## src/rtl/any_mux_pkg.sv

```systemverilog
// Shared helpers for the round-robin streaming mux: index width and pointer reset value.
package any_mux_pkg;

    // Index width that never collapses to zero bits, even for a single channel.
    function automatic int clog2_min1(input int n);
        return (n <= 2) ? 1 : $clog2(n);
    endfunction

    // Pointer starts on the last channel so channel 0 wins the first round-robin search.
    function automatic int ptr_reset(input int n);
        return n - 1;
    endfunction

endpackage

```

## src/rtl/rr_grant.sv

```systemverilog
// Round-robin picker: rotate requests so ptr+1 sits at position 0, take the lowest, rotate back.
module rr_grant
    import any_mux_pkg::*;
#(
    parameter int N = 4,
    parameter int P = clog2_min1(N)
) (
    input  logic [N-1:0] req,
    input  logic [P-1:0] ptr,
    output logic [N-1:0] gnt
);

    logic [N-1:0] rot;
    logic [N-1:0] pick;
    logic         found;
    logic [P-1:0] idx;

    always_comb begin
        rot   = '0;
        pick  = '0;
        gnt   = '0;
        found = 1'b0;
        idx   = '0;
        for (int k = 0; k < N; k++) begin
            idx    = P'((int'(ptr) + 1 + k) % N);
            rot[k] = req[idx];
        end
        for (int k = 0; k < N; k++) begin
            if (rot[k] && !found) begin
                pick[k] = 1'b1;
                found   = 1'b1;
            end
        end
        for (int k = 0; k < N; k++) begin
            idx      = P'((int'(ptr) + 1 + k) % N);
            gnt[idx] = pick[k];
        end
    end

endmodule

```

## src/rtl/any_mux_rr.sv

```systemverilog
// N-channel valid/ready stream mux with round-robin or forced selection and a registered output stage.
module any_mux_rr
    import any_mux_pkg::*;
#(
    parameter int N = 4,
    parameter int W = 8,
    parameter int P = clog2_min1(N)
) (
    input  logic           clk,
    input  logic           rst,
    input  logic [N-1:0]   in_valid,
    output logic [N-1:0]   in_ready,
    input  logic [N*W-1:0] in_data,
    input  logic           force_sel,
    input  logic [P-1:0]   sel,
    output logic           out_valid,
    input  logic           out_ready,
    output logic [W-1:0]   out_data,
    output logic [P-1:0]   out_chan
);

    logic [N-1:0] rr_gnt;
    logic [N-1:0] g;
    logic         stage_free;
    logic         xfer;
    logic [P-1:0] gidx;
    logic [W-1:0] gdata;

    logic         out_valid_q, out_valid_d;
    logic [W-1:0] out_data_q,  out_data_d;
    logic [P-1:0] out_chan_q,  out_chan_d;
    logic [P-1:0] ptr_q,       ptr_d;

    rr_grant #(.N(N), .P(P)) u_grant (
        .req (in_valid),
        .ptr (ptr_q),
        .gnt (rr_gnt)
    );

    // Forced mode ignores the pointer; an out-of-range sel simply grants nobody.
    always_comb begin
        g = '0;
        if (force_sel) begin
            if (int'(sel) < N) g[sel] = in_valid[sel];
        end else begin
            g = rr_gnt;
        end
    end

    assign stage_free = !out_valid_q || out_ready;
    assign in_ready   = stage_free ? g : '0;
    assign xfer       = stage_free && (|g);

    always_comb begin
        gidx  = '0;
        gdata = '0;
        for (int i = 0; i < N; i++) begin
            if (g[i]) begin
                gidx  = P'(i);
                gdata = in_data[i*W +: W];
            end
        end
    end

    always_comb begin
        out_valid_d = out_valid_q;
        out_data_d  = out_data_q;
        out_chan_d  = out_chan_q;
        ptr_d       = ptr_q;
        if (xfer) begin
            out_valid_d = 1'b1;
            out_data_d  = gdata;
            out_chan_d  = gidx;
            ptr_d       = gidx;
        end else if (out_ready) begin
            out_valid_d = 1'b0;
        end
    end

    always_ff @(posedge clk or posedge rst) begin
        if (rst) begin
            out_valid_q <= 1'b0;
            out_data_q  <= '0;
            out_chan_q  <= '0;
            ptr_q       <= P'(ptr_reset(N));
        end else begin
            out_valid_q <= out_valid_d;
            out_data_q  <= out_data_d;
            out_chan_q  <= out_chan_d;
            ptr_q       <= ptr_d;
        end
    end

    assign out_valid = out_valid_q;
    assign out_data  = out_data_q;
    assign out_chan  = out_chan_q;

endmodule

```

## config.mk

```make
export PLATFORM = sky130hd
export DESIGN_NAME = any_mux_rr
export DESIGN_NICKNAME = d
export VERILOG_FILES = /design/src/rtl/any_mux_pkg.sv /design/src/rtl/rr_grant.sv /design/src/rtl/any_mux_rr.sv
export SDC_FILE = /design/constraint.sdc
export NUM_CORES = 1
export LEC_CHECK = 0
export ABC_AREA = 0
export CAP_MARGIN = 15
export CORE_MARGIN = 4
export CORE_UTILIZATION = 33
export DETAILED_ROUTE_END_ITERATION = 7
export GPL_TIMING_DRIVEN = 0
export PLACE_DENSITY = 0.71
export SYNTH_ARGS = -nofsm -noshare
export SYNTH_HDL_FRONTEND = slang
export SYNTH_SLANG_ARGS = --single-unit
```

## constraint.sdc

```tcl
create_clock -name clk -period 4.4 [get_ports clk]
set_input_delay 0.66 -clock clk [delete_from_list [all_inputs] [get_ports clk]]
set_output_delay 0.66 -clock clk [all_outputs]
set_load 0.01 [all_outputs]
```

-- Word level (Yosys, flattened, before mapping)
Cells that the tools add are included.
- add/subtract/negate cells: 4
- order comparisons: 10
- multiplexer cells: 40
- bitwise gates (word level): 2
- reductions and logical operators: 16
- operator list (cell ; number):
    two-way mux 8 bit ; 4
    two-way mux 1 bit ; 19
    < comparator 2 x 3 -> 1 bit, second input constant ; 5
    bitwise mux 4 bit ; 3
    binary-select mux 1 bit (select 2 bit) ; 5
    demux 1 bit (select 2 bit) ; 5
    >= comparator 2 x 1 -> 1 bit, second input constant ; 5
    logical AND 1 bit ; 9
    AND 4 bit ; 2
    two-way mux 4 bit ; 2
    adder 2 x 1 -> 2 bit, second input constant ; 2
    adder 2 bit, second input constant ; 2
    logical NOT 1 bit ; 4
    two-way mux 2 bit ; 2
    OR reduction 4 bit ; 1
    nonzero test 2 bit ; 1
    logical OR 1 bit ; 1
- bits in registers: 13
- bits of input ports: 42
- output and inout port bits: 15
- logic and storage cells: 76

-- Longest topological paths before layout
Gate-level depths: netlist (run 1).
- depth in word-level cells: 19
- mapped depth: 13
- mapped depth without buffers: 9

-- By module
From an unflattened synthesis (run 1), not the netlist that was laid out.
- cells, all modules: 151
- area total of the unflattened synthesis: 1353.8 µm²
- by module, submodules not included (module ; instances ; cells each ; area each (µm²) ; sequential area each (µm²)):
    any_mux_rr ; 1 ; 96 ; 920.9 ; 327.8
    rr_grant ; 1 ; 55 ; 432.9 ; 0.0

-- Worst setup path before layout (run 1)
Ideal clock, no wire load.
- path type: register -> output
- start: register ptr_q[0]
- end: output port in_ready[0]
- arrival time: 2697 ps
- data required time: 3740 ps
- path slack: 1043 ps
- stages on the path, launching flop included: 11
- path buffers: 3
- cells stage by stage: dfstp_2 buf_6 buf_4 inv_1 ha_1 or2_1 or4_4 a211oi_4 a221oi_1 buf_2 nor2_1
- word-level cells in the longest chain between the ends: 16
- elaborated cells on any way between the ends: 50
- those cells by class: add/sub: 4; order compare: 8; mux: 27; bitwise: 1; reduce/logical: 10
- ends and longest elaborated chain (what ; RTL line ; source):
    start, declared ; any_mux_rr.sv:32 ; logic [P-1:0] ptr_q, ptr_d;
    start signal, assigned ; any_mux_rr.sv:85 ; ptr_q <= P'(ptr_reset(N));
    start signal, assigned ; any_mux_rr.sv:90 ; ptr_q <= ptr_d;
    adder 2 x 1 -> 2 bit * ; rr_grant.sv:25, rr_grant.sv:35 ;
    parallel branches: the longest is 12 deep, another holds adder 2 bit ; -- ;
    bitwise mux 4 bit * ; rr_grant.sv:36 ; gnt[idx] = pick[k];
    two-way mux 4 bit * ; any_mux_rr.sv:43 ; if (force_sel) begin
    two-way mux 4 bit * ; any_mux_rr.sv:51 ; assign in_ready = stage_free ? g : '0;
    end, declared ; any_mux_rr.sv:12 ; output logic [N-1:0] in_ready,
Every way passes the cells marked *. The select of a mux whose other input is x is not followed.

-- Worst setup path after layout (run 1)
- start: register ptr_q[0]
- end: output port in_ready[3]
The elaborated chain is that of the path after synthesis.

==> impl_summary.log, run 1 <==
[metrics] run status: completed
[metrics] Slowest-stage cell, CP: sky130_fd_sc_hd__dfstp_2
[metrics] number of buffers created by CTS: 3
[metrics] cell-internal power: 0.743 mW
[metrics] Fin Setup TNS: 0 ns
[metrics] post-cts hold buffer count: 0
[metrics] Floorplan Core Area: 4090 um^2
[metrics] Net Count, Synth: 213
[metrics] largest cells by area after synthesis: sky130_fd_sc_hd__dfrtp_1 (19%), sky130_fd_sc_hd__ha_1 (6.2%), sky130_fd_sc_hd__a32oi_1 (4.9%), sky130_fd_sc_hd__o2bb2ai_1 (4.9%), sky130_fd_sc_hd__a31oi_1 (4.0%)
[metrics] TritonCTS clock tree: done
[metrics] Post-synth top flop: sky130_fd_sc_hd__dfrtp_1
[metrics] largest incremental delay on the critical path: 0.58 ns
[metrics] Synth area leader: sky130_fd_sc_hd__dfrtp_1
[metrics] combinational power share: 75.1%
[metrics] I/O Buffers: 54
[metrics] MaxCap Viol Count: 0
[metrics] clock latency of the later-clocked register in the worst-skew pair: 0.24 ns
[metrics] Clock Sink Count: 13
[metrics] Core Rows: 23
[metrics] detailed-router iteration count before antenna repair: 4
[metrics] Final Hold Viols: 0
[metrics] number of buffers between clock root and the deepest sink: 2
[metrics] GRT Total Usage: 15.1%
[metrics] Post-Route Skew: 0.00181 ns
[metrics] ys async rst share: 100%
[metrics] clock transition at the registers of the reported paths: 0.05 ns
[metrics] ordered cell list for the critical path: buf_6 -> buf_4 -> inv_1 -> ha_2 -> or2_1 -> or4_4 -> a211oi_4 -> o32ai_4 -> nor2_1 -> clkdlybuf4s50_1
[metrics] commonest non-fill, non-tap cell in the layout: sky130_fd_sc_hd__clkdlybuf4s50_1
[metrics] type of element capturing the critical path: output pin
[metrics] clock network fraction of design power: 7.8%
[metrics] Multi-input gate area: 1000 um^2
[metrics] Worst Setup Path Type: reg2out
[metrics] minimum clock period after layout: 4.29 ns
[metrics] worst r2r path cells: 12
[metrics] unrepaired setup endpoints after global routing: true
[metrics] Tcrit/Tclk final: 97.5%
[metrics] Final Net Count: 275
[metrics] residual DRC count: 0
[metrics] die outline height: 73.6 um
[metrics] maximum vdd drop: 308 uV
[metrics] Storage cell area: 328 um^2
[metrics] share of post-route cells with drive strength above 1: 16.0%
[metrics] final count of negative-setup-slack endpoints: 0
[metrics] register-to-register setup slack: 0.74 ns
[metrics] fill count: 388
[metrics] transition time at the pin with the least slew margin: 0.484 ns
[metrics] Reg power frac: 17.2%
[metrics] number of placed I/O pins: 57
[metrics] maximum clock frequency: 233 MHz
[metrics] Data arrival, critical path: 3.63 ns
[metrics] switching share of total power: 44.9%
[metrics] number of cells traversed by the worst hold path: 1
[metrics] starting utilization of the core area: 34.8%
[metrics] per-instance average area after synthesis: 8.66 um^2
[metrics] initial DRC count: 113
[metrics] initial antenna violation count: 0
[metrics] die outline area: 5420 um^2
[metrics] count of vias placed by the detailed router: 1526
[metrics] overflow left after global routing: 0
[metrics] first-pass GRT wire length: 6450 um
[metrics] maximum net fanout on the critical path: 10
[metrics] count of state elements after synthesis: 13
[metrics] Psw: 0.607 mW
[metrics] number of levels in the clock H-tree: 1
[metrics] Routed WL: 4270 um
[metrics] CP Data Required Time: 3.74 ns
[metrics] classification of the worst-slack hold path: reg2reg
[metrics] number of global-route vias before repair: 1413
[metrics] Final HPWL DP: 3360 um
[metrics] P per Cell Area: 633 nW/um^2
[metrics] Cells after Synth: 164
[metrics] Unique masters post-synth: 55
[metrics] most frequent cells in the layout: sky130_fd_sc_hd__clkdlybuf4s50_1 (53), sky130_fd_sc_hd__nand2_1 (15), sky130_fd_sc_hd__inv_1 (14), sky130_fd_sc_hd__o21ai_0 (11), sky130_fd_sc_hd__dfrtp_1 (11)
[metrics] count of synthesis-stage warnings from yosys: 0
[metrics] critical path launch point type: register
[metrics] final-report max-slew violation count: 0
[metrics] buffers plus inverters on the worst setup path: 4
[metrics] die outline width: 73.6 um
[metrics] routability cong.: 0.876
[metrics] largest net degree at the start of global routing: 14
[metrics] antenna diode count: 0
[metrics] area share of the largest cell type after synthesis: 19.4%
[metrics] Antenna Nets Post-Route: 0
[metrics] depth of the critical timing path with buffers and inverters included: 10
[metrics] area of placed instances: 2020 um^2
[metrics] number of synthesized flops with an enable pin: 0
[metrics] per-cell routed wire length: 15.5 um
[metrics] share of the yosys chip area belonging to registers: 23.1%
[metrics] family with the most delay on the worst path: simple AND/OR/NAND/NOR gates
[metrics] Mapped Area: 1420 um^2
[metrics] mean number of vias per cell: 5.55
[metrics] Static Leak: 0.859 nW
[metrics] Tot Pwr: 1.35 mW
[metrics] cell area after layout: 2130 um^2
[metrics] area grow syn2layout: 50.1%
[metrics] slew margin rel.: 67.7%
[metrics] root buffer cell: sky130_fd_sc_hd__clkbuf_8
-- synth_stat cells (2+ instances only) --
cell type	count
sky130_fd_sc_hd__or4bb_1	2
sky130_fd_sc_hd__dfstp_2	2
sky130_fd_sc_hd__buf_4	3
sky130_fd_sc_hd__buf_2	6
sky130_fd_sc_hd__nor2_1	8
sky130_fd_sc_hd__mux2i_1	2
sky130_fd_sc_hd__mux4_2	2
sky130_fd_sc_hd__buf_6	2
sky130_fd_sc_hd__dfrtp_1	11
sky130_fd_sc_hd__nand2_1	15
sky130_fd_sc_hd__nand4b_1	2
sky130_fd_sc_hd__mux2_1	2
sky130_fd_sc_hd__inv_1	14
sky130_fd_sc_hd__a32oi_1	8
sky130_fd_sc_hd__a31oi_1	9
sky130_fd_sc_hd__nor4b_1	2
sky130_fd_sc_hd__a21o_1	2
sky130_fd_sc_hd__nand4_1	3
sky130_fd_sc_hd__ha_1	7
sky130_fd_sc_hd__or3_1	2
sky130_fd_sc_hd__nand3_1	2
sky130_fd_sc_hd__a21oi_1	2
sky130_fd_sc_hd__o21ai_0	11
sky130_fd_sc_hd__a211oi_4	2
sky130_fd_sc_hd__nand2b_1	2
sky130_fd_sc_hd__nor3_1	5
sky130_fd_sc_hd__o2bb2ai_1	8
-- worst paths after layout --
| check | startpoint | to |
|---|---|---|
| max | ptr_q[0]$_DFFE_PP1P_ | in_ready[3] |
| min | out_chan[1]$_DFFE_PP0P_ | out_chan[1]$_DFFE_PP0P_ |
| max reg2reg | ptr_q[0]$_DFFE_PP1P_ | out_chan[0]$_DFFE_PP0P_ |
| min reg2reg | out_chan[1]$_DFFE_PP0P_ | out_chan[1]$_DFFE_PP0P_ |
| max in group asynchronous | rst | ptr_q[1]$_DFFE_PP1P_ |
| min in group asynchronous | rst | out_data[4]$_DFFE_PP0P_ |
-- timing repair --
item | CTS | global route
setup buffers | 0 | 3
resized for setup | 3 | 6
endpoints found under the setup margin | 2 | 3
pin swaps | 0 | 2
-- kinds of logic (layout without fill, tap and decap cells) --
| kind of cell | after synthesis | after routing | share of synthesized area (%) |
|---|---|---|---|
| compound gates | 58 | 58 | 33.0 |
| simple gates | 52 | 52 | 20.5 |
| buf+inv | 26 | 87 | 9.25 |
| flops | 13 | 13 | 23.1 |
| mux | 8 | 8 | 8.02 |
| fa+ha+maj | 7 | 7 | 6.17 |
-- cell type report --
| class | instances | area share [%] |
|---|---|---|
| Multi-Input combinational cell | 125 | 46.9 |
| Sequential cell | 13 | 15.4 |
| Buffer | 12 | 3.70 |
| Tap cell | 50 | 2.93 |
| Timing Repair Buffer | 57 | 26.5 |
| Clock buffer | 4 | 2.11 |
| Inverter | 14 | 2.46 |
-- through the flow --
step           hold slack (ns)  utilization (%)  instances  setup slack [ns]
6_report                 0.491             52.2        275             0.111
5_1_grt                  0.529             52.2        275           -0.0350
4_1_cts                  0.504             50.9        272            0.0212
3_5_place_dp             0.487             49.5        268             0.205
3_3_place_gp             0.464             49.5        268             0.210
2_1_floorplan            0.518                -        164              1.04
-- registers in the layout, summed over array words and instances, names as in the netlist --
register   cells
out_data       8
out_chan       2
ptr_q          2
out_valid      1
-- worst reg2reg max path, delay by kind of cell (launching register included) --
kind / cells / cell delay, ns
AND/OR/NAND/NOR: 1 / 0.14
AO/OA/AOI/OAI: 4 / 1.12
adder cells (fa/ha/maj): 1 / 0.38
flip-flops: 1 / 0.58
multiplexers: 2 / 0.73
buffers and inverters: 4 / 0.60
-- power by group through the flow --
| stage | Clock (mW) | Sequential, mW | Combinational (mW) |
|---|---|---|---|
| finish | 0.105 | 0.232 | 1.01 |
| global route | 0.112 | 0.242 | 1.11 |
| CTS | 0.106 | 0.232 | 0.989 |
| detailed placement | 0 | 0.233 | 0.975 |
| global placement | 0 | 0.231 | 0.964 |
| floorplan | 0 | 0.253 | 0.639 |
-- per-layer routing --
metal | routed length, um | vias up | track usage [%]
met5 | 0 | - | 0
met4 | 44 | 0 | 4.83
met3 | 220 | 5 | 0.821
met2 | 2080 | 51 | 24.6
met1 | 1930 | 721 | 21.3
li1 | - | 749 | -
(Power assumes the default switching activity.)
==> run 2, diff against run 1 <==
Settings changed: PLACE_DENSITY 0.71 to not set, RECOVER_POWER set to 25.
==> impl_summary.log, run 2 (synthesized netlist as in run 1, its figures left out) <==
[metrics] run status: completed
[metrics] worst slack after detailed placement: 0.264 ns
[metrics] initial DRC count: 84
[metrics] number of flip-flops in the largest register: 8
[metrics] Multi-input gate area: 997 um^2
[metrics] fill count: 380
[metrics] die outline height: 73.6 um
[metrics] Final Net Count: 273
[metrics] first-pass GRT wire length: 7220 um
[metrics] I/O Buffers: 54
[metrics] Routed WL: 4500 um
[metrics] unrepaired setup endpoints after global routing: false
[metrics] final-report max-slew violation count: 0
[metrics] number of buffers between clock root and the deepest sink: 2
[metrics] maximum net fanout on the critical path: 10
[metrics] share of post-route cells with drive strength above 1: 13.9%
[metrics] commonest non-fill, non-tap cell in the layout: sky130_fd_sc_hd__clkdlybuf4s50_1
[metrics] clock latency of the later-clocked register in the worst-skew pair: 0.23 ns
[metrics] maximum clock frequency: 234 MHz
[metrics] Core Rows: 23
[metrics] number of placed I/O pins: 57
[metrics] Data arrival, critical path: 3.62 ns
[metrics] GRT Total Usage: 16.7%
[metrics] critical path launch point type: register
[metrics] classification of the worst-slack hold path: reg2reg
[metrics] die outline width: 73.6 um
[metrics] Storage cell area: 328 um^2
[metrics] worst path setup slack after routing: 0.121 ns
[metrics] mean number of vias per cell: 5.67
[metrics] Post-Route Skew: 0.00132 ns
[metrics] worst hold slack: 0.493 ns
[metrics] number of buffers created by CTS: 3
[metrics] routing usage on met1: 20.9%
[metrics] most frequent cells in the layout: sky130_fd_sc_hd__clkdlybuf4s50_1 (52), sky130_fd_sc_hd__nand2_1 (15), sky130_fd_sc_hd__inv_1 (14), sky130_fd_sc_hd__o21ai_0 (11), sky130_fd_sc_hd__dfrtp_1 (11)
[metrics] Fin Setup TNS: 0 ns
[metrics] GR Layer Usage met2: 28.9%
[metrics] root buffer cell: sky130_fd_sc_hd__clkbuf_8
[metrics] Final HPWL DP: 3450 um
[metrics] routability cong.: 0.798
[metrics] maximum vdd drop: 229 uV
[metrics] final count of negative-setup-slack endpoints: 0
[metrics] clock transition at the registers of the reported paths: 0.05 ns
[metrics] most congested layer reported by global routing: met2
[metrics] minimum clock period after layout: 4.28 ns
[metrics] slew margin rel.: 65.5%
[metrics] area grow syn2layout: 49.1%
[metrics] CP Data Required Time: 3.74 ns
[metrics] Static Leak: 0.852 nW
[metrics] Floorplan Core Area: 4090 um^2
[metrics] Tcrit/Tclk final: 97.2%
[metrics] starting utilization of the core area: 34.8%
[metrics] overflow left after global routing: 0
[metrics] antenna diode count: 0
[metrics] Cell Count, Final, Fillers Out: 273
[metrics] MaxCap Viol Count: 0
[metrics] GR Layer Usage met3: 3.97%
[metrics] number of levels in the clock H-tree: 1
[metrics] residual DRC count: 0
[metrics] TritonCTS clock tree: done
[metrics] placed insts: 268
[metrics] transition time at the pin with the least slew margin: 0.518 ns
[metrics] Final Hold Viols: 0
[metrics] die outline area: 5420 um^2
[metrics] largest net degree at the start of global routing: 14
[metrics] count of vias placed by the detailed router: 1547
[metrics] number of global-route vias before repair: 1546
[metrics] Clock Sink Count: 13
[metrics] P per Cell Area: 645 nW/um^2
[metrics] per-cell routed wire length: 16.5 um
[metrics] Worst Setup Path Type: reg2out
[metrics] Antenna Nets Post-Route: 0
[metrics] detailed-router iteration count before antenna repair: 4
[metrics] type of element capturing the critical path: output pin
[metrics] initial antenna violation count: 0
[metrics] post-cts hold buffer count: 0
==> run 2: stage by stage <==
stage               util, %  total power [mW]  area, um^2
global placement       49.5              1.20        2020
CTS                    50.7              1.33        2070
floorplan                 -             0.891        1420
global route           51.8              1.47        2120
detailed placement     49.5              1.21        2020
finish                 51.8              1.37        2120
==> run 2: path summary, 6_finish.rpt <==
kind | from | endpoint | slack (ns) | depth (start not counted)
hold reg to reg | out_chan[1]$_DFFE_PP0P_ | out_chan[1]$_DFFE_PP0P_ | 0.49 | 1
setup reg to reg | ptr_q[0]$_DFFE_PP1P_ | out_chan[0]$_DFFE_PP0P_ | 0.73 | 13
hold / removal | out_chan[1]$_DFFE_PP0P_ | out_chan[1]$_DFFE_PP0P_ | 0.49 | 1
setup / recovery | ptr_q[0]$_DFFE_PP1P_ | in_ready[3] | 0.12 | 10
max in group asynchronous | rst | ptr_q[0]$_DFFE_PP1P_ | 3.16 | 2
min in group asynchronous | rst | out_chan[1]$_DFFE_PP0P_ | 0.89 | 2
==> run 2: repair_timing <==
| action | 4_1_cts | 5_1_grt |
|---|---|---|
| gates resized for setup | 1 | 7 |
| buffers inserted | 0 | 1 |
| pin swaps | 0 | 1 |
| hold endpoints to repair | 0 | 0 |
| endpoints found under the setup margin | 1 | 4 |
| gates cloned | 0 | 0 |
==> run 2: per-layer routing <==
metal  vias up  routed length [um]
met5         -                   0
met4         0                  23
met3         4                 322
met2        58                2220
met1       738                1930
li1        747                   -
==> run 2: cell type report <==
type / instances / area share, %
inverter: 14 / 2.48
tap: 50 / 2.96
multi-input combinational: 125 / 47.1
buffer: 12 / 3.84
timing repair buffer: 55 / 26.0
sequential: 13 / 15.5
clock buffer: 4 / 2.13
==> run 2: critical path: stages (launching register included) <==
cell and delay, ns:
sky130_fd_sc_hd__dfstp_2 0.58, sky130_fd_sc_hd__buf_6 0.14, sky130_fd_sc_hd__buf_4 0.17, sky130_fd_sc_hd__inv_1 0.11, sky130_fd_sc_hd__ha_4 0.32, sky130_fd_sc_hd__mux4_2 0.42, sky130_fd_sc_hd__or3b_1 0.39, sky130_fd_sc_hd__a21oi_1 0.30
sky130_fd_sc_hd__o32ai_4 0.20, sky130_fd_sc_hd__nor2_1 0.18, sky130_fd_sc_hd__clkdlybuf4s50_1 0.56
==> run 2: where the power goes <==
group          internal (mW)  switching [mW]
combinational          0.495           0.532
clock                 0.0637          0.0380
sequential             0.191          0.0456
==> run 3, diff against run 2 <==
Clock period 4.4 ns to 4.5 ns, I/O delays scaled along.
==> impl_summary.log, run 3 (synthesized netlist as in run 1, its figures left out) <==
[metrics] run status: completed
[metrics] initial DRC count: 87
[metrics] residual DRC count: 0
[metrics] Final Hold Viols: 0
[metrics] slew margin rel.: 46.4%
[metrics] unrepaired setup endpoints after global routing: false
[metrics] Final HPWL DP: 3450 um
[metrics] worst hold slack: 0.493 ns
[metrics] most frequent cells in the layout: sky130_fd_sc_hd__clkdlybuf4s50_1 (53), sky130_fd_sc_hd__nand2_1 (15), sky130_fd_sc_hd__inv_1 (14), sky130_fd_sc_hd__o21ai_0 (11), sky130_fd_sc_hd__dfrtp_1 (11)
[metrics] number of placed I/O pins: 57
[metrics] maximum net fanout on the critical path: 10
[metrics] Slowest-stage cell, CP: sky130_fd_sc_hd__dfstp_2
[metrics] maximum vdd drop: 224 uV
[metrics] maximum clock frequency: 229 MHz
[metrics] Post-Route Skew: 0.00111 ns
[metrics] Tcrit/Tclk final: 97.0%
[metrics] initial antenna violation count: 0
[metrics] starting utilization of the core area: 34.8%
[metrics] Routed WL: 4510 um
[metrics] Clock Sink Count: 13
[metrics] Antenna Nets Post-Route: 0
[metrics] Fin Setup TNS: 0 ns
[metrics] Data arrival, critical path: 3.69 ns
[metrics] critical path launch point type: register
[metrics] largest net degree at the start of global routing: 14
[metrics] per-cell routed wire length: 16.5 um
[metrics] I/O Buffers: 54
[metrics] Static Leak: 0.832 nW
[metrics] share of post-route cells with drive strength above 1: 13.9%
[metrics] number of global-route vias before repair: 1553
[metrics] register-to-register setup slack: 0.81 ns
[metrics] P per Cell Area: 631 nW/um^2
[metrics] final count of negative-setup-slack endpoints: 0
[metrics] transition time at the pin with the least slew margin: 0.804 ns
[metrics] die outline height: 73.6 um
[metrics] mean number of vias per cell: 5.62
[metrics] root buffer cell: sky130_fd_sc_hd__clkbuf_8
[metrics] met3 routed WL: 286 um
[metrics] clock latency of the later-clocked register in the worst-skew pair: 0.24 ns
[metrics] classification of the worst-slack hold path: reg2reg
[metrics] Core Rows: 23
[metrics] commonest non-fill, non-tap cell in the layout: sky130_fd_sc_hd__clkdlybuf4s50_1
[metrics] final-report max-slew violation count: 0
[metrics] antenna diode count: 0
[metrics] Final Net Count: 273
[metrics] clock transition at the registers of the reported paths: 0.05 ns
[metrics] TritonCTS clock tree: done
[metrics] number of flip-flops in the largest register: 8
[metrics] routed metal-1 wirelength: 1990 um
[metrics] die outline area: 5420 um^2
[metrics] CP Data Required Time: 3.83 ns
[metrics] Worst Setup Path Type: reg2out
[metrics] number of levels in the clock H-tree: 1
[metrics] overflow left after global routing: 0
[metrics] fill count: 381
[metrics] largest incremental delay on the critical path: 0.58 ns
[metrics] area grow syn2layout: 47.9%
[metrics] MaxCap Viol Count: 0
[metrics] number of buffers between clock root and the deepest sink: 2
[metrics] minimum clock period after layout: 4.37 ns
[metrics] first-pass GRT wire length: 7220 um
[metrics] Met2 Routed Length: 2200 um
[metrics] Floorplan Core Area: 4090 um^2
[metrics] detailed-router iteration count before antenna repair: 4
[metrics] top routing layer in use: met4
[metrics] routability cong.: 0.798
[metrics] number of buffers created by CTS: 3
[metrics] GRT Total Usage: 16.7%
[metrics] type of element capturing the critical path: output pin
[metrics] die outline width: 73.6 um
[metrics] ordered cell list for the critical path: buf_6 -> buf_4 -> inv_1 -> ha_4 -> or2_1 -> or4_4 -> a211oi_4 -> o32ai_2 -> nor2_1 -> clkdlybuf4s50_1
[metrics] count of vias placed by the detailed router: 1535
run 3: cell types whose count changed in the layout (fill, tap and decap cells not counted):
cell / previous run / this run
sky130_fd_sc_hd__o32ai_4: 1 / 0
sky130_fd_sc_hd__buf_4: 5 / 4
sky130_fd_sc_hd__buf_2: 5 / 6
sky130_fd_sc_hd__o32ai_2: 0 / 1
sky130_fd_sc_hd__clkdlybuf4s50_1: 52 / 53
sky130_fd_sc_hd__dlymetal6s2s_1: 1 / 0
run 3: path summary, 6_finish.rpt:
path	startpoint	depth (start not counted)	endpoint
max	ptr_q[0]$_DFFE_PP1P_	10	in_ready[3]
max reg2reg	ptr_q[0]$_DFFE_PP1P_	13	out_chan[0]$_DFFE_PP0P_
min reg2reg	out_chan[1]$_DFFE_PP0P_	1	out_chan[1]$_DFFE_PP0P_
min	out_chan[1]$_DFFE_PP0P_	1	out_chan[1]$_DFFE_PP0P_
max in group asynchronous	rst	2	ptr_q[0]$_DFFE_PP1P_
min in group asynchronous	rst	2	out_chan[1]$_DFFE_PP0P_
run 3: metal layers:
metal / global-route usage, % / up-vias
li1: - / 744
met1: 20.8 / 730
met2: 29.0 / 55
met3: 3.97 / 6
met4: 4.02 / 0
met5: 0 / -
run 3: cell type report:
cell class              count  area (um^2)  share of cell area, %
repair buffers             55          548                   26.1
inverters                  14         52.6                   2.50
well taps                  50         62.6                   2.98
clock buffers               4         45.0                   2.14
multi-input cells         125          986                   46.9
flip-flops and latches     13          328                   15.6
plain buffers              12         78.8                   3.75
run 3: repair_timing:
action / CTS / global route
setup endpoints to repair: 0 / 2
resized for setup: 0 / 5
endpoints found under the hold margin: 0 / 0
hold buffers: 0 / 0
setup buffers: 0 / 1
run 3: report_power, final:
group / total [mW] / internal [mW] / switching (mW)
sequential: 0.233 / 0.187 / 0.0455
clock: 0.100 / 0.0623 / 0.0379
combinational: 0.993 / 0.478 / 0.515
run 3: worst max-delay path, delay by kind of cell (launching register included):
kind	cells	cell delay [ns]
buffers and inverters	4	0.99
AOI/OAI and AO/OA	2	0.67
DFF	1	0.58
adders and majority gates	1	0.20
and+or+nand+nor	3	1.00
run 3: metrics by stage:
step	setup slack (ns)	util, %	instance area [um^2]	total power [mW]	std cells
after floorplan	1.13	-	1420	0.871	164
after global placement	0.300	49.5	2020	1.17	268
after detailed placement	0.334	49.5	2020	1.18	268
after CTS	0.0805	50.6	2070	1.30	272
after global routing	0.0208	51.4	2100	1.43	273
final	0.133	51.4	2100	1.33	273
